## src/rtl/tt_gpio_cfg_pkg.sv

```systemverilog
// Shared types for the GPIO pad configuration controller: config word layout,
// output-wiring mode encodings and serializer FSM states.
package tt_gpio_cfg_pkg;

   typedef enum logic [1:0] {
      OUT_OFF_LO  = 2'b00,
      OUT_OFF_HI  = 2'b01,
      OUT_DYNAMIC = 2'b10,
      OUT_ENABLED = 2'b11
   } out_mode_e;

   // Bit 13 analog select, bits 12:11 output mode, bits 10:0 pad tie-offs.
   typedef struct packed {
      logic       ana_sel;
      out_mode_e  out_mode;
      logic [10:0] tieoff;
   } cfg_word_t;

   typedef enum logic [1:0] {
      ST_IDLE  = 2'd0,
      ST_SETUP = 2'd1,
      ST_RISE  = 2'd2,
      ST_LOAD  = 2'd3
   } cfg_state_e;

endpackage

```

## src/rtl/tt_gpio_cfg_tick.sv

```systemverilog
// Phase timer for the config serializer: strobes tick on the last cycle of every
// CLK_DIV-cycle phase; restart re-aligns the phase to the current edge.
module tt_gpio_cfg_tick #(
   parameter int CLK_DIV = 2
) (
   input  logic clk,
   input  logic rst,
   input  logic restart,
   output logic tick
);

   localparam int CW = $clog2(CLK_DIV + 1);
   localparam logic [CW-1:0] RELOAD = CW'(CLK_DIV - 1);
   localparam logic [CW-1:0] ONE    = CW'(1);
   localparam logic [CW-1:0] ZERO   = CW'(0);

   logic [CW-1:0] cnt_r;

   assign tick = (cnt_r == ZERO);

   // Down-counter, reloaded at the end of each phase or on restart.
   always_ff @(posedge clk) begin
      if (rst) begin
         cnt_r <= RELOAD;
      end else if (restart || (cnt_r == ZERO)) begin
         cnt_r <= RELOAD;
      end else begin
         cnt_r <= cnt_r - ONE;
      end
   end

endmodule

```

## src/rtl/tt_gpio_cfg_ctrl.sv

```systemverilog
// Runtime pad configuration controller: per-pad shadow registers plus a serializer
// that shifts the whole image into the pad config chain and strobes a load.
module tt_gpio_cfg_ctrl
   import tt_gpio_cfg_pkg::*;
#(
   parameter int               N_PADS      = 8,
   parameter int               CFG_W       = $bits(cfg_word_t),
   parameter int               CLK_DIV     = 2,
   parameter logic [CFG_W-1:0] DEFAULT_CFG = 14'h0000,
   parameter bit               BOOT_APPLY  = 1'b1,
   localparam int              IDX_W       = (N_PADS > 1) ? $clog2(N_PADS) : 1
) (
   input  logic             clk,
   input  logic             rst,
   input  logic             wr_valid,
   output logic             wr_ready,
   input  logic [IDX_W-1:0] wr_idx,
   input  logic [CFG_W-1:0] wr_cfg,
   input  logic [IDX_W-1:0] rd_idx,
   output logic [CFG_W-1:0] rd_cfg,
   input  logic             apply_valid,
   output logic             apply_ready,
   output logic             busy,
   output logic             done,
   output logic             ser_clk,
   output logic             ser_data,
   output logic             ser_load
);

   localparam int TOTAL = N_PADS * CFG_W;
   localparam int BIT_W = $clog2(TOTAL + 1);
   localparam logic [IDX_W:0]   N_PADS_L  = (IDX_W + 1)'(N_PADS);
   localparam logic [BIT_W-1:0] BIT_FIRST = BIT_W'(TOTAL - 1);
   localparam logic [BIT_W-1:0] BIT_ONE   = BIT_W'(1);
   localparam logic [BIT_W-1:0] BIT_ZERO  = BIT_W'(0);

   cfg_state_e       state_r, state_nxt_s;
   logic [BIT_W-1:0] bit_cnt_r, bit_cnt_nxt_s;
   logic [CFG_W-1:0] shadow_r     [N_PADS];
   logic [CFG_W-1:0] shadow_nxt_s [N_PADS];
   logic [TOTAL-1:0] image_s;
   logic             wr_fire_s, start_s, tick_s, restart_s;
   logic             busy_r, busy_nxt_s, done_r, done_nxt_s, boot_r;
   logic             ser_clk_r, ser_clk_nxt_s, ser_data_r, ser_data_nxt_s;
   logic             ser_load_r, ser_load_nxt_s;

   assign wr_ready    = ~busy_r;
   assign apply_ready = ~busy_r;
   assign busy        = busy_r;
   assign done        = done_r;
   assign ser_clk     = ser_clk_r;
   assign ser_data    = ser_data_r;
   assign ser_load    = ser_load_r;

   assign wr_fire_s = wr_valid & ~busy_r & ({1'b0, wr_idx} < N_PADS_L);
   assign start_s   = ~busy_r & (apply_valid | boot_r);

   // Post-write shadow view, so a write accepted with an apply lands in that image.
   always_comb begin
      for (int i = 0; i < N_PADS; i++) begin
         shadow_nxt_s[i] = (wr_fire_s && (IDX_W'(i) == wr_idx)) ? wr_cfg : shadow_r[i];
      end
   end

   // Flattened image: pad N_PADS-1 occupies the top bits, so shifting goes top-down.
   always_comb begin
      image_s = {TOTAL{1'b0}};
      for (int i = 0; i < N_PADS; i++) begin
         image_s[i*CFG_W +: CFG_W] = shadow_nxt_s[i];
      end
   end

   // Readback mux; unused index codes read as zero.
   always_comb begin
      if ({1'b0, rd_idx} < N_PADS_L) begin
         rd_cfg = shadow_r[rd_idx];
      end else begin
         rd_cfg = {CFG_W{1'b0}};
      end
   end

   // Shadow registers.
   always_ff @(posedge clk) begin
      if (rst) begin
         for (int i = 0; i < N_PADS; i++) begin
            shadow_r[i] <= DEFAULT_CFG;
         end
      end else begin
         for (int i = 0; i < N_PADS; i++) begin
            shadow_r[i] <= shadow_nxt_s[i];
         end
      end
   end

   tt_gpio_cfg_tick #(
      .CLK_DIV (CLK_DIV)
   ) u_tick (
      .clk     (clk),
      .rst     (rst),
      .restart (restart_s),
      .tick    (tick_s)
   );

   // Serializer next-state and output logic.
   always_comb begin
      state_nxt_s    = state_r;
      bit_cnt_nxt_s  = bit_cnt_r;
      busy_nxt_s     = busy_r;
      done_nxt_s     = 1'b0;
      ser_clk_nxt_s  = ser_clk_r;
      ser_data_nxt_s = ser_data_r;
      ser_load_nxt_s = ser_load_r;
      restart_s      = 1'b0;
      case (state_r)
         ST_IDLE: begin
            if (start_s) begin
               state_nxt_s    = ST_SETUP;
               bit_cnt_nxt_s  = BIT_FIRST;
               ser_data_nxt_s = image_s[TOTAL-1];
               ser_clk_nxt_s  = 1'b0;
               busy_nxt_s     = 1'b1;
               restart_s      = 1'b1;
            end else begin
               busy_nxt_s     = 1'b0;
            end
         end
         ST_SETUP: begin
            if (tick_s) begin
               state_nxt_s   = ST_RISE;
               ser_clk_nxt_s = 1'b1;
            end else begin
               state_nxt_s   = ST_SETUP;
            end
         end
         ST_RISE: begin
            if (tick_s) begin
               ser_clk_nxt_s = 1'b0;
               // bit_cnt_r counts the bits still to go after the one on the wire.
               if (bit_cnt_r != BIT_ZERO) begin
                  state_nxt_s    = ST_SETUP;
                  bit_cnt_nxt_s  = bit_cnt_r - BIT_ONE;
                  ser_data_nxt_s = image_s[bit_cnt_r - BIT_ONE];
               end else begin
                  state_nxt_s    = ST_LOAD;
                  ser_load_nxt_s = 1'b1;
               end
            end else begin
               state_nxt_s = ST_RISE;
            end
         end
         ST_LOAD: begin
            if (tick_s) begin
               state_nxt_s    = ST_IDLE;
               ser_load_nxt_s = 1'b0;
               busy_nxt_s     = 1'b0;
               done_nxt_s     = 1'b1;
            end else begin
               state_nxt_s    = ST_LOAD;
            end
         end
         default: begin
            state_nxt_s    = ST_IDLE;
            ser_clk_nxt_s  = 1'b0;
            ser_load_nxt_s = 1'b0;
            busy_nxt_s     = 1'b0;
         end
      endcase
   end

   // Serializer state and registered outputs; reset abandons any sequence in flight.
   always_ff @(posedge clk) begin
      if (rst) begin
         state_r    <= ST_IDLE;
         bit_cnt_r  <= BIT_ZERO;
         busy_r     <= 1'b0;
         done_r     <= 1'b0;
         ser_clk_r  <= 1'b0;
         ser_data_r <= 1'b0;
         ser_load_r <= 1'b0;
         boot_r     <= BOOT_APPLY;
      end else begin
         state_r    <= state_nxt_s;
         bit_cnt_r  <= bit_cnt_nxt_s;
         busy_r     <= busy_nxt_s;
         done_r     <= done_nxt_s;
         ser_clk_r  <= ser_clk_nxt_s;
         ser_data_r <= ser_data_nxt_s;
         ser_load_r <= ser_load_nxt_s;
         boot_r     <= boot_r & ~start_s;
      end
   end

endmodule

```

## config.mk

```make
export PLATFORM = sky130hd
export DESIGN_NAME = tt_gpio_cfg_ctrl
export DESIGN_NICKNAME = d
export VERILOG_FILES = /design/src/rtl/tt_gpio_cfg_pkg.sv /design/src/rtl/tt_gpio_cfg_tick.sv /design/src/rtl/tt_gpio_cfg_ctrl.sv
export SDC_FILE = /design/constraint.sdc
export NUM_CORES = 1
export LEC_CHECK = 0
export BUFFER_PORTS_ARGS = -buffer_cell sky130_fd_sc_hd__buf_2
export CAP_MARGIN = 20
export CORE_MARGIN = 1.5
export CORE_UTILIZATION = 44
export DETAILED_ROUTE_END_ITERATION = 7
export PLACE_DENSITY = 0.72
export SLEW_MARGIN = 40
export SYNTH_ARGS = -nofsm -noshare
export SYNTH_HDL_FRONTEND = slang
export SYNTH_SLANG_ARGS = --single-unit
```

## constraint.sdc

```tcl
create_clock -name clk -period 10 [get_ports clk]
set_input_delay 1 -clock clk [delete_from_list [all_inputs] [get_ports clk]]
set_output_delay 1 -clock clk [all_outputs]
set_load 0.05 [all_outputs]
```

# == Word-level counts from Yosys, hierarchy flattened ==
# Memories as Yosys holds them, arrays and structs flattened.
# Cells that the tools add are included.
# word_totals
ramBits,112
register_bits,17
out_inout_bits,21
n_memories,1
# mem_list
memory,depth,word_bits,rd,rd_clocked_by_memory_dff,write_ports,line,rtl
shadow_r,8,14,9,0,8,tt_gpio_cfg_ctrl.sv:39,logic [CFG_W-1:0] shadow_r [N_PADS];
# classes
n_lt_le_gt_ge,1
n_eq_ne,16
mux,46
n_addsub,2
n_reduce_logical,23
bitwise_logic,15
# ops
op,count
two-way mux 14 bit,16
two-way mux 7 bit,3
two-way mux 1 bit,15
one-hot mux 7 bit (2 select lines),1
equality test 3 bit (first input constant),4
!= test 2 bit (second input constant),6
AND reduction 4 bit,3
two-way mux 2 bit,5
bitwise OR 1 bit,9
logical AND 1 bit,8
< comparator 7 x 8 -> 1 bit (second input constant),1
one-hot mux 2 bit (4 select lines),1
binary-select mux 1 bit (select 7 bit),1
nonzero test 7 bit,1
subtractor 7 x 1 -> 7 bit (second input constant),1
equality test 2 x 3 -> 1 bit (first input constant),2
one-hot mux 1 bit (2 select lines),3
nonzero test 2 bit,3
equality test 2 bit (second input constant),2
zero test 2 bit,2
OR reduction 2 bit,2
bitwise AND 1 bit,3
equality test 1 x 3 -> 1 bit (first input constant),1
zero test 3 bit,1
other kinds (7),9

# == Longest topological paths before layout ==
# logic_depth
ltp_word,9
depth_mapped,14
depth_no_buf,10

# == By module ==
# A second synthesis with hierarchy kept.
# unflattened
hier_cells,737
area_unflattened_um2,6999.2
# modules_own_cells
module,seq_area_each_um2,instances,area_each_um2,cells_per_inst
tt_gpio_cfg_ctrl,2542.4,1,6922.9,730
tt_gpio_cfg_tick,40.0,1,76.3,7

# == Worst setup path after synthesis ==
# OpenSTA, ideal clock, no wires.
# synth_timing
path_type,input -> output
startpoint,input rd_idx[0]
endpoint,output rd_cfg[10]
path_stages,4
path_buffers,2
t_arrival_ns,2.989
setup_slack_ns,6.011
cell_sequence,clkbuf_1 > buf_1 > mux4_2 > mux2_2
# synth_between
elab_chain_cells,1
# synth_rtl
item,line,rtl
"start, declared",tt_gpio_cfg_ctrl.sv:19,"input logic [IDX_W-1:0] rd_idx,"
memory (8 x 14 bit),n/a,
"end, declared",tt_gpio_cfg_ctrl.sv:20,"output logic [CFG_W-1:0] rd_cfg,"
# No other way between the ends.

# == Final worst setup path ==
# layout_timing
startpoint,register bit_cnt_r[0]
endpoint,register ser_data_r (netlist: ser_data)
# layout_between
elab_chain_cells,6
# layout_rtl
item,line,rtl
"start, declared",tt_gpio_cfg_ctrl.sv:38,"logic [BIT_W-1:0] bit_cnt_r, bit_cnt_nxt_s;"
"start signal, assigned",tt_gpio_cfg_ctrl.sv:183,bit_cnt_r <= bit_cnt_nxt_s;
subtractor 7 x 1 -> 7 bit,tt_gpio_cfg_ctrl.sv:142,ser_data_nxt_s = image_s[bit_cnt_r - BIT_ONE];
binary-select mux 1 bit (select 7 bit),tt_gpio_cfg_ctrl.sv:142,
two-way mux 1 bit (not written as such),tt_gpio_cfg_ctrl.sv:142,
two-way mux 1 bit,tt_gpio_cfg_ctrl.sv:139,if (bit_cnt_r != BIT_ZERO) begin
two-way mux 1 bit,tt_gpio_cfg_ctrl.sv:136,if (tick_s) begin
one-hot mux 1 bit (2 select lines),tt_gpio_cfg_ctrl.sv:114,case (state_r)
"end signal, assigned",tt_gpio_cfg_ctrl.sv:187,ser_data_r <= ser_data_nxt_s;
"end, declared",tt_gpio_cfg_ctrl.sv:44,"logic ser_clk_r, ser_clk_nxt_s, ser_data_r, ser_data_nxt_s;"
# Several ways; a longest one is shown, not always the timed one. The select of a mux whose other input is x is not followed.
# A chain may end at the register's enable or synchronous reset.

==> summary.txt <==
R2R cell count: 11
Die X: 130 um
Top cell type's share of synthesized area: 0.363
Largest cells by area after synthesis: dfxtp_1, mux4_2, mux2i_1
Area after DPL: 0.00744 mm^2
Core ar.: 0.0158 mm^2
Die height: 130 um
Fin Clk Skew: 7.00 ps
Synth Net Count: 776
CP required: 10280 ps
Worst reg2reg endpoint: ser_data$_SDFFE_PP0P_
Mapped Area: 0.00712 mm^2
Worst Min Path Start: boot_r$_SDFF_PP1_
Critical path data arrival time: 4270 ps
H-tree depth: 4
Max_slew headroom: 0.473
Post-CTS Setup Inserts: 0
Post-CTS resize count: 0
Net load switching power: 549 uW
TritonCTS buffer count: 17
Maximum fanout along the worst path: 30
Global-route usage over all layers: 0.262
Yosys reg bits: 129
Vias per cell: 6.15
Worst setup SP type: flop
Switch share: 0.331
Drt first pass iters: 6
Synth area leader: dfxtp_1
Share of post-route cells with drive strength above 1: 0.209
TNS Setup: 0 ps
Row count: 46
Pwr Total: 1.66 mW
Cell-internal power: 1.11 mW
Final hold violation count: 0
Root Buffer: clkbuf_16
Clock latency on the worst-skew pair: 440 ps
Initial Utilization: 0.450
Synth async-reset ratio: 0
Critical path startpoint: bit_cnt_r[0]$_SDFFE_PP0P_
Final ANT Viol Nets: 0
Synth cell count leaders: dfxtp_1, nand2_1, nor2_1
Core Util, Final: 0.508
Vias in the first global route: 5723
Maxcap violations: 0
CTS tree: done
Synth Area per Inst: 9.49 um^2
Fillers: 1462
Reg clk slew, reported paths: 60 ps
Routability cong.: 0.915
Sequential share of power: 0.340
Worst hold path cell count: 1
VDD IR-drop max: 0.166 mV
First-pass GRT wire length: 32.7 mm
Worst slew pin tran: 784 ps
WL per Instance: 21.3 um
Most common flop cell mapped by yosys: dfxtp_1
Cell with the most instances after synthesis: dfxtp_1
Number of synthesized flops with an enable pin: 0
Period minus WS final: 3990 ps
GR Overflow Total: 0
FF-to-FF setup slack: 6010 ps
Total Die Area: 0.0169 mm^2
Finished Cell Area: 0.00804 mm^2
Multi-input logic area: 0.00423 mm^2
RSZ-0062 raised after global routing: no
Pleak: 3.35 nW
Outcome: completed
Synth warn: 0
Detailed Place HPWL: 14.2 mm
Syn Inst Count: 750
Power per cell area: 206 mW/mm^2
Drt drc: 0
WS Path Type: reg -> reg
NumNets Final: 782
Via count: 6056
FF+latch area: 0.00258 mm^2
Hold Buf Count CTS: 0
Final setup fails: 0
Hold Path Class: reg -> reg
Crit path capture type: flop
Iter 0 DRT Violations: 771
Yosys cell types: 56
Sequential area share after synthesis: 0.363
Max frequency: 250 MHz
I/O Pins: 45
Final WL: 21.0 mm
Clock share of power: 0.374
Beginning of the worst register-to-register path: bit_cnt_r[0]$_SDFFE_PP0P_
Layout area overhead: 12.9%
I/O Buffers: 44
Comb pwr share: 0.286
Worst hold endpoint: boot_r$_SDFF_PP1_
Clock sink count: 129
Fin crit share: 0.399
N_diodes: 0
Final hold slack: 453 ps
Largest net degree at the start of global routing: 69
Initial antenna violation count: 0
Slew Viols, Final: 0
Clock buffer depth: 2
## worst max-delay path by stage
stage,endpoint
floorplan,rd_cfg[10]
global placement,ser_data$_SDFFE_PP0P_
detailed placement,ser_data$_SDFFE_PP0P_
CTS,ser_data$_SDFFE_PP0P_
global route,ser_data$_SDFFE_PP0P_
finish,ser_data$_SDFFE_PP0P_
## area by class of cell
class | count | share of cell area
multi-input combinational | 542 | 0.526
sequential | 129 | 0.321
clock buffer | 21 | 0.0573
timing repair buffer | 58 | 0.0420
tap | 216 | 0.0336
clock inverter | 11 | 0.0162
inverter | 8 | 0.00374
## metrics by stage
| step | cells | setup slack, ps |
|---|---|---|
| 2_1_floorplan | 750 | 6010 |
| 3_3_place_gp | 952 | 5960 |
| 3_5_place_dp | 953 | 6040 |
| 4_1_cts | 985 | 6010 |
| 5_1_grt | 985 | 5770 |
| 6_report | 985 | 6010 |
## flip-flops by register name (all words and copies together), names as in the netlist
| signal | flops |
|---|---|
| bit_cnt_r | 7 |
| ser_clk | 1 |
| ser_load | 1 |
| state_r | 2 |
| busy | 1 |
| u_tick.cnt_r | 2 |
| ser_data | 1 |
| boot_r | 1 |
| shadow_r | 112 |
| done | 1 |
## critical path, stage by stage (launching register included)
cell     delay, ps
dfxtp_1        300
buf_4          340
inv_1          310
ha_2           360
xnor2_4        480
buf_8          250
mux4_1         550
mux4_2         460
and3b_1        190
a311o_1        310
a41oi_1        170
o32ai_1        100
## placed cells by master, fill, tap and decap left out, types with 3 or more instances in the layout
cell type / count
a311oi_1: 7
xnor2_1: 4
mux4_1: 8
nand2_2: 4
nand2_1: 120
o21a_1: 5
mux2i_1: 84
o21ai_0: 6
buf_2: 42
clkinv_4: 3
nor2b_1: 6
o311ai_0: 3
a221oi_1: 6
a211oi_1: 7
mux4_2: 45
nor2_1: 86
buf_4: 15
a21oi_1: 62
clkinvlp_4: 4
nor3_1: 11
nand2b_1: 3
a31oi_1: 3
mux2_2: 18
inv_1: 8
clkbuf_16: 17
dfxtp_1: 129
a22oi_1: 5
nand3_1: 14
## logic make-up (layout without fill, tap and decap cells)
group,count (synthesis),after routing,synth area share
buffers and inverters,79,98,0.0457
DFF,129,129,0.363
muxes,155,155,0.319
AOI/OAI and AO/OA,117,117,0.103
adders and majority gates,2,2,0.00351
xor gates and xnor gates,8,8,0.0125
and+or+nand+nor,260,260,0.154
## power by group through the flow
| stage | Combinational [mW] | Sequential [mW] | Clock, mW |
|---|---|---|---|
| finish | 0.475 | 0.563 | 0.620 |
| CTS | 0.470 | 0.561 | 0.625 |
| detailed placement | 0.466 | 0.572 | 0 |
| floorplan | 0.370 | 0.563 | 0 |
| global route | 0.512 | 0.565 | 0.647 |
| global placement | 0.452 | 0.572 | 0 |
## metal layers
metal,up-vias,routed length [um],part of all wire,GRT usage
li1,2716,-,-,-
met4,0,437,0.021,0.0882
met1,2942,8640,0.41,0.355
met3,38,2510,0.12,0.0845
met2,360,9410,0.45,0.393
met5,-,0,0,0
Power figures use the tool's default switching activity.
